$ cat config.mk
export PLATFORM = sky130hd
export DESIGN_NAME = bfsk_frame_scheduler_flat
export DESIGN_NICKNAME = d
export VERILOG_FILES = /design/src/rtl/bfsk_frame_scheduler_if.sv /design/src/rtl/bfsk_frame_scheduler.sv /design/src/flat_wrapper.sv
export SDC_FILE = /design/constraint.sdc
export NUM_CORES = 1
export LEC_CHECK = 0
export CAP_MARGIN = 20
export CELL_PAD_IN_SITES_DETAIL_PLACEMENT = 0
export CELL_PAD_IN_SITES_GLOBAL_PLACEMENT = 2
export CORE_MARGIN = 5
export CORE_UTILIZATION = 25
export CTS_CLUSTER_DIAMETER = 200
export DETAILED_ROUTE_END_ITERATION = 8
export DONT_BUFFER_PORTS = 1
export MAX_ROUTING_LAYER = met4
export PLACE_DENSITY_LB_ADDON = 0.05
export REMOVE_ABC_BUFFERS = 1
export SYNTH_ARGS = -nofsm -noshare
export SYNTH_HDL_FRONTEND = slang
export SYNTH_SLANG_ARGS = --single-unit
$ cat constraint.sdc
create_clock -name CLOCK_50 -period 2.2 [get_ports CLOCK_50]
set_input_delay 0.66 -clock CLOCK_50 [delete_from_list [all_inputs] [get_ports CLOCK_50]]
set_output_delay 0.66 -clock CLOCK_50 [all_outputs]
set_load 0.03 [all_outputs]
$ cat src/rtl/bfsk_frame_scheduler_if.sv
// Frame handshake and tone-control bundle between an upstream frame source and the BFSK scheduler.
// The master drives payload/valid; the slave (scheduler) drives ready and the modulator controls.
interface bfsk_frame_scheduler_if #(
    parameter int LDATA = 8
);
    logic [LDATA-1:0] data_in;
    logic             data_valid;
    logic             data_ready;
    logic             tone_sel;
    logic             tone_en;
    logic             bit_strobe;
    logic             frame_done;
    logic             busy;

    modport master (
        output data_in, data_valid,
        input  data_ready, tone_sel, tone_en, bit_strobe, frame_done, busy
    );

    modport slave (
        input  data_in, data_valid,
        output data_ready, tone_sel, tone_en, bit_strobe, frame_done, busy
    );
endinterface

$ cat src/rtl/bfsk_frame_scheduler.sv
// BFSK frame scheduler: serialises an LDATA-bit frame LSB first into NB-cycle tone periods, then GAP_BITS silent periods.
// Latency: first bit period starts the cycle after acceptance; BFSK_PREAMBLE_EN adds an 8-bit 0xAA preamble before the data.
// Backpressure: data_ready only in IDLE; data_valid seen while busy is dropped, never queued.
module bfsk_frame_scheduler #(
    parameter int LDATA    = 8,
    parameter int NB       = 256,
    parameter int GAP_BITS = 2
) (
    input  logic                   CLOCK_50,
    input  logic                   reset,
    bfsk_frame_scheduler_if.slave  bus
);

`ifdef BFSK_PREAMBLE_EN
    localparam int PRE_LAST = 7;
`else
    localparam int PRE_LAST = 0;
`endif
    localparam int GAP_LAST  = (GAP_BITS > 0) ? GAP_BITS - 1 : 0;
    localparam int IDX_MAX_A = (LDATA - 1 > GAP_LAST) ? LDATA - 1 : GAP_LAST;
    localparam int IDX_MAX   = (IDX_MAX_A > PRE_LAST) ? IDX_MAX_A : PRE_LAST;
    localparam int CNT_W     = $clog2(NB - 1) + 1;
    localparam int IDX_W     = $clog2(IDX_MAX) + 1;

    localparam logic [CNT_W-1:0] CNT_LAST      = CNT_W'(NB - 1);
    localparam logic [IDX_W-1:0] IDX_DATA_LAST = IDX_W'(LDATA - 1);
    localparam logic [IDX_W-1:0] IDX_GAP_LAST  = IDX_W'(GAP_LAST);

    typedef enum logic [1:0] {
        S_IDLE = 2'd0,
`ifdef BFSK_PREAMBLE_EN
        S_PRE  = 2'd1,
`endif
        S_DATA = 2'd2,
        S_GAP  = 2'd3
    } state_t;

    state_t             state_q, state_d;
    logic [CNT_W-1:0]   cnt_q, cnt_d;
    logic [IDX_W-1:0]   idx_q, idx_d;
    logic [LDATA-1:0]   sh_q, sh_d;
    logic [LDATA-1:0]   sh_next;
    logic               cnt_wrap;
    logic               tone_sel_q, tone_sel_d;
    logic               tone_en_q, tone_en_d;
    logic               strobe_q, strobe_d;
    logic               done_q, done_d;
    logic               busy_q, busy_d;

`ifdef BFSK_PREAMBLE_EN
    localparam logic [IDX_W-1:0] IDX_PRE_LAST = IDX_W'(PRE_LAST);
    localparam logic [7:0]       PRE_PAT      = 8'hAA;
    logic [2:0] pre_nxt;
    assign pre_nxt = idx_q[2:0] + 3'd1;
`endif

    assign cnt_wrap = (cnt_q == CNT_LAST);
    assign sh_next  = sh_q >> 1;

    always_comb begin
        state_d    = state_q;
        cnt_d      = cnt_q;
        idx_d      = idx_q;
        sh_d       = sh_q;
        tone_sel_d = 1'b0;
        tone_en_d  = 1'b0;
        strobe_d   = 1'b0;
        done_d     = 1'b0;
        case (state_q)
            S_IDLE: begin
                if (bus.data_valid) begin
                    sh_d      = bus.data_in;
                    cnt_d     = '0;
                    idx_d     = '0;
                    tone_en_d = 1'b1;
                    strobe_d  = 1'b1;
`ifdef BFSK_PREAMBLE_EN
                    state_d    = S_PRE;
                    tone_sel_d = PRE_PAT[0];
`else
                    state_d    = S_DATA;
                    tone_sel_d = bus.data_in[0];
`endif
                end
            end
`ifdef BFSK_PREAMBLE_EN
            S_PRE: begin
                tone_en_d  = 1'b1;
                tone_sel_d = tone_sel_q;
                cnt_d      = cnt_q + CNT_W'(1);
                if (cnt_wrap) begin
                    cnt_d    = '0;
                    strobe_d = 1'b1;
                    if (idx_q == IDX_PRE_LAST) begin
                        idx_d      = '0;
                        state_d    = S_DATA;
                        tone_sel_d = sh_q[0];
                    end else begin
                        idx_d      = idx_q + IDX_W'(1);
                        tone_sel_d = PRE_PAT[pre_nxt];
                    end
                end
            end
`endif
            S_DATA: begin
                tone_en_d  = 1'b1;
                tone_sel_d = tone_sel_q;
                cnt_d      = cnt_q + CNT_W'(1);
                if (cnt_wrap) begin
                    cnt_d = '0;
                    if (idx_q == IDX_DATA_LAST) begin
                        // Frame ends: carrier drops on the same cycle frame_done pulses.
                        idx_d      = '0;
                        done_d     = 1'b1;
                        tone_en_d  = 1'b0;
                        tone_sel_d = 1'b0;
                        state_d    = (GAP_BITS == 0) ? S_IDLE : S_GAP;
                    end else begin
                        idx_d      = idx_q + IDX_W'(1);
                        sh_d       = sh_next;
                        tone_sel_d = sh_next[0];
                        strobe_d   = 1'b1;
                    end
                end
            end
            S_GAP: begin
                cnt_d = cnt_q + CNT_W'(1);
                if (cnt_wrap) begin
                    cnt_d = '0;
                    if (idx_q == IDX_GAP_LAST) begin
                        idx_d   = '0;
                        state_d = S_IDLE;
                    end else begin
                        idx_d = idx_q + IDX_W'(1);
                    end
                end
            end
            default: state_d = S_IDLE;
        endcase
        busy_d = (state_d != S_IDLE);
    end

    always_ff @(posedge CLOCK_50) begin
        if (reset) begin
            state_q    <= S_IDLE;
            cnt_q      <= '0;
            idx_q      <= '0;
            sh_q       <= '0;
            tone_sel_q <= 1'b0;
            tone_en_q  <= 1'b0;
            strobe_q   <= 1'b0;
            done_q     <= 1'b0;
            busy_q     <= 1'b0;
        end else begin
            state_q    <= state_d;
            cnt_q      <= cnt_d;
            idx_q      <= idx_d;
            sh_q       <= sh_d;
            tone_sel_q <= tone_sel_d;
            tone_en_q  <= tone_en_d;
            strobe_q   <= strobe_d;
            done_q     <= done_d;
            busy_q     <= busy_d;
        end
    end

    // Ready is the only combinational output so acceptance never costs an extra idle cycle.
    assign bus.data_ready = (state_q == S_IDLE) && !reset;
    assign bus.tone_sel   = tone_sel_q;
    assign bus.tone_en    = tone_en_q;
    assign bus.bit_strobe = strobe_q;
    assign bus.frame_done = done_q;
    assign bus.busy       = busy_q;

endmodule

$ cat src/flat_wrapper.sv
// flat-port wrapper written by rule: the top's interface ports become plain ports
module bfsk_frame_scheduler_flat 
#(
    parameter int LDATA    = 8,
    parameter int NB       = 256,
    parameter int GAP_BITS = 2
)
  (CLOCK_50, reset, bus_data_in, bus_data_valid, bus_data_ready, bus_tone_sel, bus_tone_en, bus_bit_strobe, bus_frame_done, bus_busy);
  bfsk_frame_scheduler_if #(.LDATA(LDATA)) bus_i ();
  input  logic CLOCK_50;
  input  logic reset;
  input wire logic [$bits(bus_i.data_in)-1:0] bus_data_in;
  input wire logic [$bits(bus_i.data_valid)-1:0] bus_data_valid;
  output wire logic [$bits(bus_i.data_ready)-1:0] bus_data_ready;
  output wire logic [$bits(bus_i.tone_sel)-1:0] bus_tone_sel;
  output wire logic [$bits(bus_i.tone_en)-1:0] bus_tone_en;
  output wire logic [$bits(bus_i.bit_strobe)-1:0] bus_bit_strobe;
  output wire logic [$bits(bus_i.frame_done)-1:0] bus_frame_done;
  output wire logic [$bits(bus_i.busy)-1:0] bus_busy;
  assign bus_i.data_in = bus_data_in;
  assign bus_i.data_valid = bus_data_valid;
  assign bus_data_ready = bus_i.data_ready;
  assign bus_tone_sel = bus_i.tone_sel;
  assign bus_tone_en = bus_i.tone_en;
  assign bus_bit_strobe = bus_i.bit_strobe;
  assign bus_frame_done = bus_i.frame_done;
  assign bus_busy = bus_i.busy;
  bfsk_frame_scheduler #(.LDATA(LDATA), .NB(NB), .GAP_BITS(GAP_BITS)) u_core (.CLOCK_50(CLOCK_50), .reset(reset), .bus(bus_i));
endmodule
======== After elaboration in Yosys (flattened, before gate mapping) ========
Cells that the tools add are included.
cells by class
  reductions and logical operators ........ 12
  bitwise operators ....................... 2
  add/subtract/negate cells ............... 2
  equality and inequality tests ........... 9
  muxes and demuxes ....................... 30
operators with widths
  kind                 count
  $mux 8               3
  $mux 4               5
  $mux 9               2
  $pmux 9 s2           1
  $pmux 8 s2           1
  $pmux 4 s3           1
  $mux 2               5
  $add 9x1->9 const B  1
  $eq 9x8->1 const B   1
  $mux 1               8
  $reduce_and 4->1     2
  $pmux 1 s2           3
  $pmux 2 s3           1
  $reduce_bool 2->1    3
  $add 4x1->4 const B  1
  $eq 2x2->1 const B   2
  $eq 4x1->1 const B   1
  $eq 4x3->1 const B   1
  $ne 2x1->1 const B   2
  $ne 2x2->1 const B   2
  $reduce_bool 3->1    1
  $reduce_or 3->1      1
  $logic_not 2->1      1
  $not 1->1            2
  other kinds (4)      4
word-level totals
  logic and storage cells ................. 64
  output and inout port bits .............. 6
  input port bits ......................... 11
  bits in registers ....................... 28

======== Logic depth before layout (Yosys ltp) ========
Gate-level depths: netlist of the first run.
  word-level depth ........................ 5
  gate-level depth with buffers ........... 6
  depth with buffers taken out ............ 6

======== Worst setup path after synthesis of the first run ========
OpenSTA, ideal clock, no wires.
  path type ............................... input port to output port
  from .................................... input port reset
  to ...................................... output port bus_data_ready
  stages on the path ...................... 3
  arrival time ............................ 1.712 ns
  path buffers ............................ 2
  slack ................................... -0.172 ns
  data required time ...................... 1.540 ns
  cells stage by stage .................... clkbuf_1 clkbuf_1 nor3_1
between the ends
  word-level cells in the longest chain between the ends .. 2
ends and longest elaborated chain
  element            line                         text
  start, declared    flat_wrapper.sv:11           input logic reset;
  $logic_not 1->1    bfsk_frame_scheduler.sv:168  assign bus.data_ready = (state_q == S_IDLE) && !reset;
  $logic_and 1x1->1  bfsk_frame_scheduler.sv:168
  end, declared      flat_wrapper.sv:14           output wire logic [$bits(bus_i.data_ready)-1:0] bus_data_ready;
Every way passes these cells.

======== Worst setup path in the final report of the first run ========
  from .................................... register u_core.state_q[1]
  to ...................................... output port bus_data_ready
between the ends
  word-level cells in the longest chain between the ends .. 2
ends and longest elaborated chain
  element                 line                         text
  start, declared         bfsk_frame_scheduler.sv:38   state_t state_q, state_d;
  start signal, assigned  bfsk_frame_scheduler.sv:155  state_q <= state_d;
  $logic_not 2->1         bfsk_frame_scheduler.sv:168
  $logic_and 1x1->1       bfsk_frame_scheduler.sv:168
Every way passes these cells.

==> impl_metrics.ini, run 1 <==
[run_status]
outcome = finished clean

[clock_tree]
postCtsHoldBufs = 0
htreeDepth = 1
cts_resized = 0
cts_tree = built
path_clk_slew_ns = 0.10
cts_buffer_depth = 2
clockRootBuffer = clkbuf_8
post-cts-setup-buffers = 0
cts.sinks = 27
clock_latency_ns = 0.28
cts_buffers = 3

[sta]
fin_crit_ns = 1.88
final.setup.worst_slack_ns = 0.323
finClkSkew_ns = 0.00701
maxSlewHeadroom_pct = 59.3
hold_viol_final = 0
setup_viol = 0
rsz0062_at_grt = no
finalCritPeriodShare_pct = 85.3
tightest_slew_ns = 0.611
drv_slew = 0
max_freq_mhz = 533
tns_ns = 0

[min_path]
min_delay_path_depth = 1
min_from = reset
min_to = u_core.state_q[1]
min_path_type = primary input to flop

[logic_synthesis]
async_flop_share_pct = 0
yosys_warnings = 0
synth-seq-area-share_pct = 40.1
synthCells = 149
yosys_register_bits = 27
synth-main-ff-cell = dfxtp_1
synth_edf_count = 0
synth_cell_type_count = 45
mappedNetlistArea_um2 = 1350
synth.avg_cell_area_um2 = 9.04

[place]
io_buffers = 0
gp_congestion = 0.739
place_inst = 217
dp.final_hpwl_mm = 2.53
pre_cts_slack_ns = 0.430

[finish]
stdcell_count = 221
multiInputGateArea_um2 = 753
diodes = 0
seqCellArea_um2 = 541
fillers = 551
drive_above_1_share_pct = 11.9
area_growth_pct = 10.7
layout.nets = 166
fin_util_pct = 28.8

[drt]
routedWlPerCell_um = 15.5
drt.antenna.violating_nets = 0
vias_per_cell = 4.93
wl_met1_mm = 1.62
top_layer = met4
vias = 1090
drt_first_pass_iters = 2
wl_met3_um = 71
drtIter0Drc = 54
drc = 0
drt_wl_total_mm = 3.42
dr_wl_met2_mm = 1.71

[global_route]
antenna_found_initial = 0
grt_pass1_wl_mm = 5.75
grt_start_max_net_pins = 22
grt_remaining_overflow = 0
grtUsageTotal_pct = 10.5
grt_pass1_vias = 1104

[critical_path]
r2r_start = u_core.idx_q[0]
slowest_delay_ns = 0.63
reg2reg_to = u_core.sh_q[7]
cp_top_family = flip-flops
cp_max_fo = 14
path_class = flop to primary output
critPathSlowestCell = dfxtp_1
reg2reg_slack_ns = 0.40
cp-end-kind = primary output
r2r_cells = 5
worstPathCellList = nor3_1 -> buf_4
start_kind = flop
worstPathArrival_ns = 1.22
critPathRequiredTime_ns = 1.54
path_buf_inv = 1

[run]
max_cap_viol_count = 0

[floorplanning]
ioPinCount = 17
die_height_um = 83.4
die_w_um = 83.4
start_util_pct = 26.1
rows = 26
core_um2 = 5170
dieArea_um2 = 6960

[power_and_ir_drop]
leakagePower_nw = 0.516
powerDensity_nw_per_um2 = 607
peakVddDrop_mv = 0.224
==> state kept, by name, indices dropped and copies added (netlist names) <==
name / count
u_core.bus.bit_strobe: 1
u_core.cnt_q: 9
u_core.bus.frame_done: 1
u_core.bus.tone_sel: 1
u_core.bus.tone_en: 1
u_core.idx_q: 4
u_core.state_q: 2
u_core.sh_q: 7
u_core.bus.busy: 1
==> metal layers <==
metal  vias to the layer above  global-route usage, %
li1                        564                      -
met1                       512                   12.8
met2                        12                   17.8
met3                         2                   2.38
met4                         0                   2.19
met5                         -                      -
==> stage by stage <==
stage / total power [W] / hold WS [ns] / cell area (um^2)
3_3_place_gp: 0.000626 / 0.428 / 1450
5_1_grt: 0.000953 / 0.418 / 1490
3_5_place_dp: 0.000627 / 0.431 / 1450
6_report: 0.000905 / 0.436 / 1490
2_1_floorplan: 0.000595 / 0.415 / 1310
4_1_cts: 0.000927 / 0.422 / 1490
==> cell type report <==
| type | count | share of cell area [%] |
|---|---|---|
| clock buffers | 3 | 2.77 |
| clock inverters | 1 | 0.336 |
| inverters | 5 | 1.26 |
| multi-input cells | 109 | 50.5 |
| flip-flops and latches | 27 | 36.2 |
| well taps | 70 | 5.87 |
| repair buffers | 6 | 3.02 |
==> cell usage in the layout, fill, tap and decap left out, types with 2 or more instances in the layout <==
| master | count |
|---|---|
| and3_1 | 2 |
| and2_1 | 3 |
| o211ai_1 | 9 |
| ha_1 | 3 |
| nand3b_1 | 2 |
| nor2b_1 | 4 |
| inv_1 | 4 |
| o21ai_0 | 10 |
| nor2_1 | 10 |
| dfxtp_1 | 27 |
| clkbuf_8 | 3 |
| o2111ai_1 | 2 |
| nor3_1 | 5 |
| mux2i_1 | 7 |
| xor2_1 | 4 |
| nand4_1 | 2 |
| or4_1 | 2 |
| nor4_1 | 2 |
| buf_4 | 6 |
| o41ai_1 | 6 |
| a21oi_1 | 8 |
| nand2_1 | 7 |
==> cells in the mapped netlist, drive strengths merged (4+ instances only) <==
| library cell | number | area share [%] |
|---|---|---|
| nor2b | 4 | 1.9 |
| xor2 | 4 | 2.6 |
| o21ai | 11 | 4.1 |
| a21oi | 8 | 3.0 |
| o41ai | 6 | 3.9 |
| nor2 | 11 | 3.3 |
| buf | 5 | 1.8 |
| nor3 | 5 | 1.9 |
| o211ai | 9 | 5.0 |
| mux2i | 7 | 5.2 |
| nand2 | 7 | 2.0 |
| dfxtp | 27 | 40 |
| inv | 4 | 1.1 |
==> worst reg2reg max path, cell delays in order, from the launching register on <==
cell	delay, ns
dfxtp_1	0.41
ha_1	0.21
nand3b_1	0.20
a41oi_2	0.61
o21ai_0	0.17
a21oi_1	0.15
==> cells by family (layout without fill, tap and decap cells) <==
| group | after synthesis | in the layout | synth area share [%] |
|---|---|---|---|
| and+or+nand+nor | 47 | 47 | 19.9 |
| DFF | 27 | 27 | 40.1 |
| AOI/OAI and AO/OA | 48 | 48 | 25.4 |
| xor gates and xnor gates | 4 | 4 | 2.60 |
| buffers and inverters | 13 | 15 | 3.99 |
| muxes | 7 | 7 | 5.20 |
| adders and majority gates | 3 | 3 | 2.79 |
==> how the worst max path moves through the flow <==
stage                                end  cells after the start  slack, ns              start
after detailed placement  u_core.sh_q[7]                      5       0.43    u_core.idx_q[0]
after global routing      u_core.sh_q[7]                      5       0.18    u_core.idx_q[0]
final                     bus_data_ready                      2       0.32  u_core.state_q[1]
after global placement    u_core.sh_q[5]                      5       0.45    u_core.cnt_q[0]
after CTS                 bus_data_ready                      2       0.29  u_core.state_q[1]
after floorplan           bus_data_ready                      1       0.23              reset
==> where the power goes <==
| group | switching, W | internal (W) | leakage [nW] | total [W] |
|---|---|---|---|---|
| clock network | 0.000164 | 0.000127 | 0.0255 | 0.000291 |
| logic | 0.0000502 | 0.0000355 | 0.270 | 0.0000858 |
| registers | 0.0000228 | 0.000505 | 0.220 | 0.000528 |
Note: power is estimated with default switching activity, not from simulation.
==> run 2, diff against run 1 <==
==> constraint.sdc (replaced) <==
create_clock -name CLOCK_50 -period 2.2 [get_ports CLOCK_50]
set_input_delay 0.66 -clock CLOCK_50 [delete_from_list [all_inputs] [get_ports CLOCK_50]]
set_output_delay 0.66 -clock CLOCK_50 [all_outputs]
set_load 0.1 [all_outputs]
==> impl_metrics.ini, run 2 (synthesized netlist as in run 1, its figures left out) <==
[floorplanning]
die_height_um = 83.4
ioPinCount = 17
dieArea_um2 = 6960
die_w_um = 83.4
start_util_pct = 26.1
rows = 26
core_um2 = 5170

[drt]
vias = 1148
routedWlPerCell_um = 15.2
drt_wl_total_mm = 3.47
drtIter0Drc = 32
drt_first_pass_iters = 4
drt.antenna.violating_nets = 0
vias_per_cell = 5.04
drc = 0

[clock_tree]
postCtsHoldBufs = 0
clock_latency_ns = 0.28
cts_resized = 0
cts_tree = built
htreeDepth = 1
cts_buffers = 3
cts_buffer_depth = 2
cts.sinks = 27
post-cts-setup-buffers = 0
path_clk_slew_ns = 0.10
clockRootBuffer = clkbuf_8

[finish]
fillers = 544
layout_commonest_cell = dfxtp_1
layout_common_cells = dfxtp_1, buf_4, o21ai_0, nor2_1, o211ai_1
drive_above_1_share_pct = 15.9
stdcell_count = 228
seqCellArea_um2 = 541
largestRegisters = u_core.cnt_q x9, u_core.sh_q x7, u_core.idx_q x4
largest_reg_flops = 9
multiInputGateArea_um2 = 758
layout.nets = 172
area_growth_pct = 15.9
final_area_um2 = 1560
top_register = u_core.cnt_q

[sta]
max_freq_mhz = 525
maxSlewHeadroom_pct = 69.0
finalCritPeriodShare_pct = 86.7
finClkSkew_ns = 0.0111
fin_crit_ns = 1.91
setup_viol = 0
hold_viol_final = 0
hold_ws_ns = 0.437
rsz0062_at_grt = no
drv_slew = 0
tightest_slew_ns = 0.464

[power_and_ir_drop]
leakagePower_nw = 0.555
powerDensity_nw_per_um2 = 605
peakVddDrop_mv = 0.280

[global_route]
grtUsageTotal_pct = 10.8
grt_start_max_net_pins = 22
grt_remaining_overflow = 0
grt_pass1_vias = 1169
antenna_found_initial = 1
grt_pass1_wl_mm = 5.96

[place]
gp_congestion = 0.716
dp.final_hpwl_mm = 2.54
place_area_um2 = 1510
place_inst = 223
io_buffers = 0

[run]
max_cap_viol_count = 0

[critical_path]
start_kind = flop
critPathRequiredTime_ns = 1.54
cp_max_fo = 12
worstPathArrival_ns = 1.25
cp-end-kind = primary output
path_class = flop to primary output

[min_path]
min_path_type = primary input to flop

[run_status]
outcome = finished clean
==> run 2: cell count changes in the layout (fill, tap and decap cells not counted), sizes merged <==
cell / previous run / this run
clkbuf: 3 / 4
buf: 6 / 11
diode: 0 / 1
==> run 2: path summary, 6_finish.rpt <==
check | start | to | slack (ns) | depth (start not counted)
worst max-delay path | u_core.state_q[0] | bus_data_ready | 0.29 | 2
worst min-delay path | reset | u_core.sh_q[7] | 0.44 | 1
worst max register to register | u_core.cnt_q[0] | u_core.idx_q[0] | 0.52 | 5
worst min register to register | u_core.cnt_q[8] | u_core.cnt_q[8] | 0.45 | 2
==> run 2: per-layer routing <==
metal	wire (um)	global-route usage [%]
met3	98	3.07
met5	0	-
met4	21	2.19
met1	1620	12.6
met2	1730	18.7
==> run 2: power by group <==
part / switching (W) / total [W] / internal [W]
combinational: 0.0000957 / 0.000143 / 0.0000471
sequential: 0.00000974 / 0.000514 / 0.000505
clock: 0.000160 / 0.000287 / 0.000127
total: 0.000265 / 0.000944 / 0.000679
==> run 2: metrics by stage <==
step | power (W) | setup slack [ns] | setup TNS [ns] | util, %
floorplan | 0.000625 | -1.15 | -1.15 | -
global placement | 0.000670 | 0.489 | 0 | 29.2
detailed placement | 0.000671 | 0.477 | 0 | 29.2
CTS | 0.000971 | 0.247 | 0 | 30.1
global route | 0.00100 | 0.172 | 0 | 30.2
finish | 0.000944 | 0.294 | 0 | 30.2
==> run 2: cell type report <==
cell class,count,share of cell area (%)
Tap cell,70,5.61
Sequential cell,27,34.6
Timing Repair Buffer,12,6.89
Multi-Input combinational cell,109,48.6
Inverter,5,1.20
Clock buffer,3,2.64
Clock inverter,1,0.321
Antenna cell,1,0.160
==> run 2: critical path, stage by stage, from the launching register on <==
cell and delay [ns]:
dfxtp_1 0.46, nor3_2 0.27, clkbuf_16 0.24
==> run 3, diff against run 2 <==
--- a/config.mk
+++ b/config.mk
@@ -5,6 +5,7 @@
 export SDC_FILE = /design/constraint.sdc
 export NUM_CORES = 1
 export LEC_CHECK = 0
+export ABC_CLOCK_PERIOD_IN_PS = 2200
 export CAP_MARGIN = 20
 export CELL_PAD_IN_SITES_DETAIL_PLACEMENT = 0
 export CELL_PAD_IN_SITES_GLOBAL_PLACEMENT = 2
==> results of run 3 <==
The final DEF is identical to that of run 2; final timing and power are the same.
